File: src/rtl/lsu_pkg.sv
// Shared types and lane helpers for the load/store data-memory front-end.
package lsu_pkg;

   typedef enum logic [2:0] {
      LB  = 3'd0,
      LH  = 3'd1,
      LW  = 3'd2,
      LBU = 3'd4,
      LHU = 3'd5
   } lsu_f3_e;

   // Per-load bookkeeping carried from issue to read-data return
   typedef struct packed {
      logic [1:0] off;
      logic [2:0] f3;
   } lsu_meta_t;

   // Access size codes
   localparam logic [1:0] SZ_B = 2'd0;
   localparam logic [1:0] SZ_H = 2'd1;
   localparam logic [1:0] SZ_W = 2'd2;

   // Access size from funct3; unknown codes behave as word accesses
   function automatic logic [1:0] lsu_size(input logic [2:0] f3);
      logic [1:0] sz;
      case (f3)
         LB, LBU: sz = SZ_B;
         LH, LHU: sz = SZ_H;
         default: sz = SZ_W;
      endcase
      return sz;
   endfunction

   // Byte-lane mask for an access of the given size at an (already aligned) offset
   function automatic logic [3:0] lsu_mask(input logic [1:0] sz, input logic [1:0] off);
      logic [3:0] m;
      case (sz)
         SZ_B:    m = 4'b0001 << off;
         SZ_H:    m = 4'b0011 << off;
         default: m = 4'b1111;
      endcase
      return m;
   endfunction

   // Store data replicated across every lane the access could land on
   function automatic logic [31:0] lsu_wdata(input logic [1:0] sz, input logic [31:0] wd);
      logic [31:0] d;
      case (sz)
         SZ_B:    d = {4{wd[7:0]}};
         SZ_H:    d = {2{wd[15:0]}};
         default: d = wd;
      endcase
      return d;
   endfunction

   // Misaligned or unsupported request (only used when trapping is built in)
   function automatic logic lsu_trap(input logic [2:0] f3, input logic [1:0] off);
      logic t;
      case (f3)
         3'd3, 3'd6, 3'd7: t = 1'b1;
         LH, LHU:          t = off[0];
         LW:               t = (off != 2'b00);
         default:          t = 1'b0;
      endcase
      return t;
   endfunction

   // Right-justify the addressed lanes of a RAM word and sign/zero extend
   function automatic logic [31:0] lsu_extend(input logic [31:0] rdata, input lsu_meta_t meta);
      logic [31:0] sh;
      logic [31:0] r;
      sh = rdata >> {meta.off, 3'b000};
      case (meta.f3)
         LB:      r = {{24{sh[7]}}, sh[7:0]};
         LH:      r = {{16{sh[15]}}, sh[15:0]};
         LBU:     r = {24'd0, sh[7:0]};
         LHU:     r = {16'd0, sh[15:0]};
         default: r = sh;
      endcase
      return r;
   endfunction

endpackage

File: src/rtl/lsu_fifo.sv
// Generic synchronous FIFO; a push into a full FIFO is taken when a pop
// happens in the same cycle. Head word is read straight from storage.
module lsu_fifo #(
   parameter int WIDTH = 8,
   parameter int DEPTH = 2
) (
   input  logic                         clk,
   input  logic                         rstf,
   input  logic                         push,
   input  logic [WIDTH-1:0]             wdata,
   input  logic                         pop,
   output logic [WIDTH-1:0]             rdata,
   output logic                         empty,
   output logic [$clog2(DEPTH+1)-1:0]   count
);
   localparam int PTR_W = (DEPTH > 1) ? $clog2(DEPTH) : 1;
   localparam int CNT_W = $clog2(DEPTH + 1);

   logic [WIDTH-1:0] mem_r [DEPTH];
   logic [PTR_W-1:0] wptr_r;
   logic [PTR_W-1:0] rptr_r;
   logic [CNT_W-1:0] count_r;
   logic [CNT_W-1:0] count_next_s;
   logic             full_s;
   logic             do_push_s;
   logic             do_pop_s;

   function automatic logic [PTR_W-1:0] ptr_inc(input logic [PTR_W-1:0] p);
      logic [PTR_W-1:0] n;
      if (p == PTR_W'(DEPTH - 1)) begin
         n = {PTR_W{1'b0}};
      end else begin
         n = p + PTR_W'(1);
      end
      return n;
   endfunction

   assign empty     = (count_r == {CNT_W{1'b0}});
   assign full_s    = (count_r == CNT_W'(DEPTH));
   assign do_pop_s  = pop & ~empty;
   assign do_push_s = push & (~full_s | do_pop_s);
   assign rdata     = mem_r[rptr_r];
   assign count     = count_r;

   // Occupancy after this cycle's push/pop
   always_comb begin
      count_next_s = count_r;
      case ({do_push_s, do_pop_s})
         2'b10:   count_next_s = count_r + CNT_W'(1);
         2'b01:   count_next_s = count_r - CNT_W'(1);
         default: count_next_s = count_r;
      endcase
   end

   // Storage and pointers; contents cleared so the head reads zero out of reset
   always_ff @(posedge clk) begin
      if (rstf) begin
         for (int i = 0; i < DEPTH; i++) begin
            mem_r[i] <= {WIDTH{1'b0}};
         end
         wptr_r  <= {PTR_W{1'b0}};
         rptr_r  <= {PTR_W{1'b0}};
         count_r <= {CNT_W{1'b0}};
      end else begin
         if (do_push_s) begin
            mem_r[wptr_r] <= wdata;
            wptr_r        <= ptr_inc(wptr_r);
         end
         if (do_pop_s) begin
            rptr_r <= ptr_inc(rptr_r);
         end
         count_r <= count_next_s;
      end
   end

endmodule

File: src/rtl/lsu_dmem_if.sv
// Load/store front-end between execute and one 32-bit data-RAM port.
// Request path is combinational; loads are tracked in a meta FIFO and their
// extended results are buffered in a response FIFO so the core can stall.
// Optional build macro: LSU_MISALIGN_TRAP_EN (trap misaligned/illegal accesses
// instead of silently aligning them).
module lsu_dmem_if
   import lsu_pkg::*;
#(
   parameter int ADDR_W    = 15,
   parameter int RSP_DEPTH = 2
) (
   input  logic              clk,
   input  logic              rstf,
   input  logic              t_req_valid,
   output logic              t_req_ready,
   input  logic              t_req_we,
   input  logic [2:0]        t_req_funct3,
   input  logic [ADDR_W-1:0] t_req_addr,
   input  logic [31:0]       t_req_wdata,
   output logic              i_rsp_valid,
   input  logic              i_rsp_ready,
   output logic [31:0]       i_rsp_data,
   output logic              i_mem_valid,
   input  logic              i_mem_ready,
   output logic              i_mem_we,
   output logic [ADDR_W-1:0] i_mem_addr,
   output logic [31:0]       i_mem_data,
   output logic [3:0]        i_mem_mask,
   input  logic              t_mrsp_valid,
   output logic              t_mrsp_ready,
   input  logic [31:0]       t_mrsp_data,
   output logic              o_misalign,
   output logic [ADDR_W-1:0] o_badaddr
);
   localparam int CNT_W = $clog2(RSP_DEPTH + 1);

   logic [1:0]       size_s;
   logic [1:0]       off_s;
   logic             trap_s;
   logic             issue_ok_s;
   logic             load_issue_s;
   logic             meta_pop_s;
   logic             meta_empty_s;
   logic             rsp_empty_s;
   logic             rsp_pop_s;
   logic [CNT_W-1:0] meta_cnt_s;
   logic [CNT_W-1:0] rsp_cnt_s;
   logic [CNT_W-1:0] cnt_s;
   lsu_meta_t        meta_in_s;
   lsu_meta_t        meta_head_s;
   logic [31:0]      rsp_word_s;

   assign size_s = lsu_size(t_req_funct3);

   // Lane offset: halfwords drop addr[0], words drop both low bits
   always_comb begin
      off_s = t_req_addr[1:0];
      case (size_s)
         SZ_H:    off_s = {t_req_addr[1], 1'b0};
         SZ_W:    off_s = 2'b00;
         default: off_s = t_req_addr[1:0];
      endcase
   end

`ifdef LSU_MISALIGN_TRAP_EN
   assign trap_s = lsu_trap(t_req_funct3, t_req_addr[1:0]);
`else
   assign trap_s = 1'b0;
`endif

   // Loads in flight plus buffered results; bounds the response FIFO
   assign cnt_s      = meta_cnt_s + rsp_cnt_s;
   assign issue_ok_s = t_req_we | (cnt_s < CNT_W'(RSP_DEPTH));

   // A trapping request is consumed without touching the RAM
   assign t_req_ready = trap_s ? 1'b1 : (i_mem_ready & issue_ok_s);
   assign i_mem_valid = t_req_valid & issue_ok_s & ~trap_s;
   assign i_mem_we    = t_req_we;
   assign i_mem_addr  = t_req_addr;
   assign i_mem_mask  = lsu_mask(size_s, off_s);
   assign i_mem_data  = lsu_wdata(size_s, t_req_wdata);

   assign t_mrsp_ready = 1'b1;

   assign load_issue_s  = i_mem_valid & i_mem_ready & ~t_req_we;
   assign meta_in_s.off = off_s;
   assign meta_in_s.f3  = t_req_funct3;

   // Read data with no matching load (e.g. in flight across reset) is dropped
   assign meta_pop_s = t_mrsp_valid & ~meta_empty_s;
   assign rsp_word_s = lsu_extend(t_mrsp_data, meta_head_s);

   assign i_rsp_valid = ~rsp_empty_s;
   assign rsp_pop_s   = i_rsp_valid & i_rsp_ready;

   lsu_fifo #(
      .WIDTH ($bits(lsu_meta_t)),
      .DEPTH (RSP_DEPTH)
   ) u_meta_fifo (
      .clk   (clk),
      .rstf  (rstf),
      .push  (load_issue_s),
      .wdata (meta_in_s),
      .pop   (meta_pop_s),
      .rdata (meta_head_s),
      .empty (meta_empty_s),
      .count (meta_cnt_s)
   );

   lsu_fifo #(
      .WIDTH (32),
      .DEPTH (RSP_DEPTH)
   ) u_rsp_fifo (
      .clk   (clk),
      .rstf  (rstf),
      .push  (meta_pop_s),
      .wdata (rsp_word_s),
      .pop   (rsp_pop_s),
      .rdata (i_rsp_data),
      .empty (rsp_empty_s),
      .count (rsp_cnt_s)
   );

`ifdef LSU_MISALIGN_TRAP_EN
   logic              misalign_r;
   logic [ADDR_W-1:0] badaddr_r;

   // One-cycle trap pulse and the faulting address of the last trap
   always_ff @(posedge clk) begin
      if (rstf) begin
         misalign_r <= 1'b0;
         badaddr_r  <= {ADDR_W{1'b0}};
      end else begin
         misalign_r <= t_req_valid & trap_s;
         if (t_req_valid & trap_s) begin
            badaddr_r <= t_req_addr;
         end
      end
   end

   assign o_misalign = misalign_r;
   assign o_badaddr  = badaddr_r;
`else
   assign o_misalign = 1'b0;
   assign o_badaddr  = {ADDR_W{1'b0}};
`endif

endmodule

File: config.mk
export PLATFORM = sky130hd
export DESIGN_NAME = lsu_dmem_if
export DESIGN_NICKNAME = d
export VERILOG_FILES = /design/src/rtl/lsu_pkg.sv /design/src/rtl/lsu_fifo.sv /design/src/rtl/lsu_dmem_if.sv
export SDC_FILE = /design/constraint.sdc
export NUM_CORES = 1
export LEC_CHECK = 0
export ABC_CLOCK_PERIOD_IN_PS = 5880
export CAP_MARGIN = 40
export CELL_PAD_IN_SITES_DETAIL_PLACEMENT = 0
export CELL_PAD_IN_SITES_GLOBAL_PLACEMENT = 1
export CORE_MARGIN = 2
export CORE_UTILIZATION = 36
export CTS_CLUSTER_SIZE = 14
export DETAILED_ROUTE_END_ITERATION = 7
export GPL_TIMING_DRIVEN = 0
export PLACE_DENSITY = 0.9
export SLEW_MARGIN = 40
export SYNTH_ARGS = -nofsm -noshare
export SYNTH_HDL_FRONTEND = slang
export SYNTH_SLANG_ARGS = --single-unit
File: constraint.sdc
create_clock -name clk -period 5.88 [get_ports clk]
set_clock_uncertainty 0.1 [all_clocks]
set_input_delay 0.588 -clock clk [delete_from_list [all_inputs] [get_ports clk]]
set_output_delay 0.588 -clock clk [all_outputs]
set_load 0.005 [all_outputs]
# Word-level counts from Yosys, hierarchy flattened
# Memory sizes are Yosys's and may differ from the RTL's. A register that Yosys moved wholly into a read port is not among the register bits.
# Cells that the tools add are included.
[word_totals]
regBits = 8
ram_bits = 74
in_bits = 89
out_inout_bits = 104
elab_cells = 93
n_memories = 2
[op_classes]
addsub = 9
n_lt_le_gt_ge = 1
eq_ne = 14
shift = 3
n_mux = 29
bitwise = 18
reduce_logical = 11
[mem_list]
columns = ["memory", "words", "word_bits", "read_ports", "rd_clocked_by_memory_dff", "write_ports", "line", "rtl"]
rows = [
  ["u_rsp_fifo.mem_r", 2, 32, 1, 1, 2, "lsu_fifo.sv:19", "logic [WIDTH-1:0] mem_r [DEPTH];"],
  ["u_meta_fifo.mem_r", 2, 5, 1, 1, 2, "lsu_fifo.sv:19", ""],
]
[op_table]
columns = ["cell", "n"]
rows = [
  ["32-bit case mux with 4 select lines", 1],
  ["32-bit case mux with 2 select lines", 1],
  ["32-bit two-way mux", 1],
  ["32-bit OR reduction", 1],
  ["32-bit by 5-bit >> shifter with 32-bit output", 1],
  ["1-bit two-way mux", 20],
  ["2-bit case mux with 2 select lines", 4],
  ["3-bit == test (second input constant)", 4],
  ["1-bit bitwise AND", 10],
  ["2-bit == test (second input constant)", 5],
  ["4-bit case mux with 2 select lines", 1],
  ["2-bit by 1-bit == test with 1-bit output (second input constant)", 3],
  ["3-bit by 1-bit == test with 1-bit output (second input constant)", 2],
  ["2-bit zero test", 3],
  ["3-bit zero test", 2],
  ["5-bit two-way mux", 1],
  ["1-bit inverter", 5],
  ["5-bit OR reduction", 1],
  ["1-bit adder (second input constant)", 4],
  ["2-bit by 1-bit adder with 2-bit output (second input constant)", 2],
  ["2-bit nonzero test", 2],
  ["2-bit OR reduction", 2],
  ["1-bit by 2-bit << shifter with 4-bit output (first input constant)", 1],
  ["2-bit by 2-bit << shifter with 4-bit output (first input constant)", 1],
  ["4 further kinds", 7],
]

# Longest topological paths before layout
# Gate-level depths: netlist (run 1).
[logic_depth]
ltp_word = 12
mapped_depth = 7
depth_no_buf = 6

# Modules after synthesis
# A second synthesis (run 1) with hierarchy kept.
[hier_totals]
cells_unflattened = 485
area_unflattened_um2 = 5385.2
[modules_own_cells]
columns = ["mod", "n_inst", "cells_each", "area_per_inst_um2", "seq_area_each_um2"]
rows = [
  ["lsu_fifo (u_rsp_fifo)", 1, 199, 3103.0, 2021.9],
  ["lsu_dmem_if", 1, 230, 1616.6, 0.0],
  ["lsu_fifo (u_meta_fifo)", 1, 56, 665.6, 400.4],
]

# Worst setup path before layout (run 1)
# No wires, ideal clock.
[synth_timing]
path_type = "input -> register"
start = "in t_mrsp_valid"
end = "mem u_rsp_fifo.mem_r[0][0], enable pin"
setup_ns = 0.466
t_arrival_ns = 3.219
required_time_ns = 5.314
slack_ns = 2.095
stages = 3
path_buffers = 1
path_cell_list = "buf_2 > o311ai_2 > o21ai_0"
[synth_lines]
columns = ["element", "line", "rtl"]
rows = [
  ["start, declared", "lsu_dmem_if.sv:29", "input logic t_mrsp_valid,"],
  ["end, declared", "lsu_fifo.sv:19", ""],
]

# Worst setup path in the final report (run 1)
[layout_timing]
start = "in t_req_funct3[0]"
end = "out i_mem_data[27]"
[layout_via]
elab_chain_len = 5
word_cells_on_any_way = 10
classes_between = "eq/ne (4); mux (2); reduce/logical (4)"
[layout_lines]
columns = ["element", "line", "rtl"]
rows = [
  ["start, declared", "lsu_dmem_if.sv:17", "input logic [2:0] t_req_funct3,"],
  ["3-bit by 1-bit == test with 1-bit output (tied with other cells)", "lsu_pkg.sv:26", "case (f3)"],
  ["2-bit OR reduction", "lsu_pkg.sv:26", ""],
  ["2-bit case mux with 2 select lines (*)", "lsu_pkg.sv:26", ""],
  ["2-bit by 1-bit == test with 1-bit output or 2-bit zero test (tied branches)", "lsu_pkg.sv:48", "case (sz)"],
  ["32-bit case mux with 2 select lines (*)", "lsu_pkg.sv:48", ""],
  ["end, declared", "lsu_dmem_if.sv:27", "output logic [31:0] i_mem_data,"],
]
# Every way passes the cells marked *; elsewhere a longest branch is shown, timed or not.

==> impl_metrics.yaml, run 1 <==
status:
  outcome: "finished clean"
cts:
  clock-sinks: 84
  cts_inserted_buffers: 9
  cts_max_level: 3
  cts-resized-gates: 0
  cts_tree: "yes"
  clockBufferDepth: 2
  hold_buffers: 0
  insertion_delay_ps: 340
  clk_pin_slew_worst_paths_ps: 60
  cts_setup_buffers: 0
  clockRootBuffer: "clkbuf_16"
timing:
  post-route-period-util_pct: 56.4
  slew_headroom_pct: 51.4
  timing.final.hold_violations: 0
  fmax_ghz: 0.301
  setup_violations: 0
  slew_violations: 0
  finalSetupTns_ps: 0
  worstMarginPinSlew_ps: 729
  finalWorstSetupSlack_ps: 2560
  rsz0062_at_grt: "no"
  period_needed_ps: 3320
placement:
  dp_hpwl_mm: 11.3
  pre_cts_slack_ps: 2460
  gp_congestion: 0.917
  io_buffers: 160
synth:
  yosys.cell_types.count: 55
  ys_async_sr_fraction_pct: 0
  synth-edff-count: 74
  synth.avg_cell_area_sq_um: 10.8
  ys_ff_latch: 84
  synth-seq-area-share_pct: 47.2
  synthCells: 476
  synthFlopType: "edfxtp_1"
  synthesis.area_sq_um: 5130
  yosysWarnings: 0
global_routing:
  grt_start_max_net_pins: 33
  grt_pass1_wl_mm: 22.0
  grt-ovfl-total: 0
  track_usage_pct: 19.1
  grt_pass1_vias: 4372
  grt_antenna_before_repair: 1
power_and_ir_drop:
  p_total_uw: 1540
  p_per_area_nw_per_um2: 210
  irDropWorstVdd_mv: 0.139
  leakagePower_uw: 0.00275
detailed_routing:
  drt-vias-per-instance: 5.03
  drt-initial-drc-count: 306
  drt_pass1_iterations: 7
  ant_nets: 0
  drc_errors: 0
  post_drt_wl_per_cell_microns: 17.4
  vias: 4265
  wl_mm: 14.7
final_layout:
  diodes: 0
  area_growth_pct: 42.7
  drive_gt1_share_pct: 20.7
  fillCellCount: 1208
  multi_input_area_sq_um: 2310
  seqCellArea_sq_um: 2420
  final_nets: 753
worst_setup_path:
  crit_required_ps: 5190
  worstSetupPathType: "input port to output port"
  cp_max_fo: 10
  critPathLaunchType: "input port"
  arrival_ps: 2630
  critPathCaptureType: "output port"
die:
  rows: 43
  initial_core_util_pct: 37.0
  core_sq_um: 13900
  die_h_microns: 123
  pin_count: 193
  fp.dieW_microns: 123
  dieArea_sq_um: 15200
hold_path:
  hold_class: "flip-flop to flip-flop"
job:
  cap_violations: 0
## synthesized netlist by cell type (4+ instances only)
cell type  instances  area share, %
a21o_1             9            1.3
nor2_1            19            1.4
nor2b_1           24            2.9
a21oi_1           58            5.7
inv_1              4           0.29
and2_1             6           0.73
o2bb2ai_1          7            1.2
buf_2              7           0.68
and3_1             5           0.61
edfxtp_1          74             43
buf_4             42            6.1
or2_2              6           0.73
nor3b_1            5           0.73
mux2i_1           16            3.1
buf_1              4           0.29
o21ai_0           11            1.1
nand2_1           49            3.6
buf_6              4           0.88
dfxtp_1           10            3.9
mux2_2            49             11
clkbuf_1          14            1.0
a211oi_1           7            1.0
xnor2_1            4           0.68
## report_power, final
| part | switching (uW) | internal, uW | leakage, uW |
|---|---|---|---|
| Combinational | 149 | 198 | 0.00177 |
| Clock | 225 | 285 | 0.000124 |
| Sequential | 10.7 | 671 | 0.000849 |
| Total | 385 | 1150 | 0.00275 |
## registers in the layout, summed over array words and instances (netlist names), named ones only
signal and flops:
u_meta_fifo.rptr_r 1, u_meta_fifo.wptr_r 1, u_rsp_fifo.wptr_r 1, u_meta_fifo.count 2
u_meta_fifo.mem_r 10, u_rsp_fifo.mem_r 64, u_rsp_fifo.count 2, u_rsp_fifo.rptr_r 1
## stage by stage
stage / cell area [sq um] / hold WS (ps) / instances / utilization [%]
after floorplan: 5190 / 372 / 491 / -
after global placement: 7010 / 389 / 831 / 50.5
after detailed placement: 7040 / 394 / 832 / 50.7
after CTS: 7310 / 412 / 848 / 52.7
after global routing: 7320 / 421 / 848 / 52.8
final: 7320 / 407 / 848 / 52.8
## cell type report
type,instances,area share (%)
clock inverter,6,0.547
multi-input combinational,332,31.6
sequential,84,33.1
clock buffer,10,3.13
inverter,4,0.205
buffer,71,6.32
timing repair buffer,161,22.1
tap,180,3.07
## path summary, 6_finish.rpt
path	startpoint	endpoint	slack [ps]	depth (start not counted)
worst max-delay path	t_req_funct3[0]	i_mem_data[27]	2560	5
worst min-delay path	u_meta_fifo.rptr_r	flip-flop	410	2
worst max register to register	u_rsp_fifo.count[1]	u_rsp_fifo.mem_r[1][30]	3300	6
worst min register to register	u_meta_fifo.rptr_r	flip-flop	410	2
## cells by family after synthesis
kind of cell             Yosys count  share of synthesized area (%)
XOR/XNOR                           7                           1.19
other                              2                          0.146
buffers and inverters             75                           9.31
AO/OA/AOI/OAI                    112                           14.4
adder cells (fa/ha/maj)            1                          0.244
multiplexers                      67                           14.8
flip-flops                        84                           47.2
AND/OR/NAND/NOR                  128                           12.8
## layout by cell type, fill, tap and decap left out, types with 2 or more instances in the layout
cell type	n
o211ai_1	2
a211oi_1	7
clkbuf_1	15
clkbuf_16	9
o21ai_0	10
nor3b_1	5
or3_1	2
a21o_1	9
xnor2_1	4
clkdlybuf4s50_1	160
conb_1	17
and3_1	5
clkinv_1	2
buf_1	4
dfxtp_1	10
o2bb2ai_1	7
and2_1	6
mux2i_4	2
buf_6	4
nand2b_1	2
buf_2	7
edfxtp_1	74
nor3_1	2
nor2_1	18
mux2i_1	16
clkinvlp_4	2
and2b_2	2
buf_4	42
xor2_1	3
nand2_1	48
or2_2	6
o21bai_1	2
nor2b_1	24
inv_1	4
mux2_2	49
a21oi_1	58
## critical path, cell delays in order
cell and delay, ps:
clkdlybuf4s50_1 560, buf_1 510, mux2i_1 150, o21ai_0 250, clkdlybuf4s50_1 570
## layer usage
| metal | part of all wire [%] | GRT usage [%] | vias to the layer above |
|---|---|---|---|
| li1 | - | - | 2039 |
| met1 | 38 | 22.1 | 2009 |
| met2 | 51 | 33.7 | 200 |
| met3 | 9.3 | 5.26 | 17 |
| met4 | 1.5 | 6.96 | 0 |
| met5 | 0 | 0 | - |
No activity file was read; power rests on OpenSTA's default activity.
==> run 2, diff against run 1 <==
--- a/config.mk
+++ b/config.mk
@@ -5,16 +5,16 @@
 export SDC_FILE = /design/constraint.sdc
 export NUM_CORES = 1
 export LEC_CHECK = 0
-export ABC_CLOCK_PERIOD_IN_PS = 5880
+export ABC_CLOCK_PERIOD_IN_PS = 3250
 export CAP_MARGIN = 40
 export CELL_PAD_IN_SITES_DETAIL_PLACEMENT = 0
 export CELL_PAD_IN_SITES_GLOBAL_PLACEMENT = 1
 export CORE_MARGIN = 2
-export CORE_UTILIZATION = 36
+export CORE_UTILIZATION = 34
 export CTS_CLUSTER_SIZE = 14
 export DETAILED_ROUTE_END_ITERATION = 7
 export GPL_TIMING_DRIVEN = 0
-export PLACE_DENSITY = 0.9
+export PLACE_DENSITY = 0.86
 export SLEW_MARGIN = 40
 export SYNTH_ARGS = -nofsm -noshare
 export SYNTH_HDL_FRONTEND = slang
==> constraint.sdc (replaced) <==
create_clock -name clk -period 3.25 [get_ports clk]
set_clock_uncertainty 0.1 [all_clocks]
set_input_delay 0.325 -clock clk [delete_from_list [all_inputs] [get_ports clk]]
set_output_delay 0.325 -clock clk [all_outputs]
set_load 0.005 [all_outputs]
==> run 2 against run 1 <==
The run now ends with DRC left; global-route usage is 0.92 points lower; first-iteration DRC count is 13% higher; largest power group unchanged; worst setup slack worse by 2100 ps; critical path type is now flip-flop to output port; combinational power is 81% higher.
==> impl_metrics.yaml, run 2 (synthesis results as in run 1) <==
die:
  die_h_microns: 127
  dieArea_sq_um: 16100
  rows: 44
  fp.dieW_microns: 127
  pin_count: 193
  initial_core_util_pct: 35.0
  core_sq_um: 14600
placement:
  gp_congestion: 0.944
  io_buffers: 160
  dp_cells: 836
  dp_hpwl_mm: 11.5
  pre_cts_slack_ps: 125
final_layout:
  reg_top3: "u_rsp_fifo.mem_r (64), u_meta_fifo.mem_r (10)"
  area_growth_pct: 43.2
  largest-register: "u_rsp_fifo.mem_r"
  final_nets: 753
  final_cells: 852
  diodes: 0
  largest_reg_flops: 64
  final_cell_mix: "clkdlybuf4s50_1 (160), edfxtp_1 (74), a21oi_1 (58)"
  final_common_cell: "clkdlybuf4s50_1"
  fillCellCount: 1324
  postLayoutCoreUtil_pct: 50.2
  drive_gt1_share_pct: 20.5
worst_setup_path:
  arrival_ps: 2340
  worstSetupPathType: "flip-flop to output port"
  critPathSlowestCell: "buf_1"
  cp_max_fo: 10
  path_cells: "clkbuf_1 -> buf_1 -> mux2_2 -> clkdlybuf4s50_1"
  critPathCaptureType: "output port"
  crit_required_ps: 2820
  critPathLaunchType: "flip-flop"
  cpPeakStageDelay_ps: 580
  cpLargestDelayFamily: "buffers and inverters"
  path_buf_inv: 3
cts:
  clock-sinks: 84
  clockRootBuffer: "clkbuf_16"
  cts_setup_buffers: 0
  cts_tree: "yes"
  clk_pin_slew_worst_paths_ps: 60
  cts-resized-gates: 0
  clockBufferDepth: 2
  hold_buffers: 0
  cts_max_level: 3
  insertion_delay_ps: 340
  cts_inserted_buffers: 9
timing:
  rsz0062_at_grt: "no"
  setup_violations: 0
  slew_violations: 0
  period_needed_ps: 2770
  timing.final.hold_violations: 0
  finalSetupTns_ps: 0
  finalWorstSetupSlack_ps: 481
  slew_headroom_pct: 46.8
  post-route-period-util_pct: 85.2
  worstMarginPinSlew_ps: 795
  fmax_ghz: 0.361
power_and_ir_drop:
  p_per_area_nw_per_um2: 391
  irDropWorstVdd_mv: 0.237
  leakagePower_uw: 0.00277
  p_total_uw: 2880
detailed_routing:
  ant_nets: 0
  drt-initial-drc-count: 345
  vias: 4304
  drt_pass1_iterations: 6
  drt-vias-per-instance: 5.05
  wl_mm: 14.9
  drc_errors: 1
  post_drt_wl_per_cell_microns: 17.5
status:
  violations: "DRC"
  outcome: "finished with violations"
global_routing:
  grt_start_max_net_pins: 33
  grt_pass1_wl_mm: 23.0
  grt_pass1_vias: 4453
  grt_antenna_before_repair: 0
  track_usage_pct: 18.2
  grt-ovfl-total: 0
hold_path:
  hold_class: "input port to flip-flop"
job:
  cap_violations: 0
-- run 2: area by class of cell --
| cell class | count | area, sq um | area share [%] |
|---|---|---|---|
| buffer | 71 | 463 | 6.30 |
| inverter | 4 | 15.0 | 0.204 |
| clock inverter | 5 | 61.3 | 0.834 |
| tap | 184 | 230 | 3.13 |
| clock buffer | 11 | 233 | 3.17 |
| sequential | 84 | 2420 | 33.0 |
| multi-input combinational | 332 | 2310 | 31.4 |
| timing repair buffer | 161 | 1620 | 22.0 |
-- run 2: worst reg2reg max path: stages (launching register included) --
cell	delay (ps)
dfxtp_1	410
inv_1	70
o311ai_2	510
or3b_1	190
clkbuf_1	250
buf_2	320
nand2_4	320
-- run 2: layer usage --
metal  part of all wire (%)  GRT usage (%)  vias to the layer above
li1                       -              -                     2034
met5                      0              0                        -
met3                    8.3           4.89                       18
met4                    1.6           5.24                        0
met2                     50           32.4                      209
met1                     40           21.5                     2043
-- run 2: where the power goes --
group | internal [uW] | total, uW | switching (uW)
Clock | 599 | 1010 | 415
Sequential | 1210 | 1230 | 19.4
Combinational | 357 | 628 | 270
-- run 2: worst paths after layout --
| check | from | to | slack (ps) | depth (start not counted) |
|---|---|---|---|---|
| setup / recovery | flip-flop | i_rsp_data[17] | 480 | 4 |
| hold / removal | t_mrsp_valid | flip-flop | 320 | 4 |
| setup reg to reg | u_rsp_fifo.count[1] | u_rsp_fifo.mem_r[1][25] | 720 | 6 |
| hold reg to reg | u_meta_fifo.rptr_r | flip-flop | 420 | 2 |
-- run 2: per-stage QoR --
step                hold WS [ps]  instance area [sq um]
global placement             389                   7020
floorplan                    372                   5190
finish                       324                   7350
detailed placement           405                   7050
global route                 343                   7350
CTS                          319                   7340
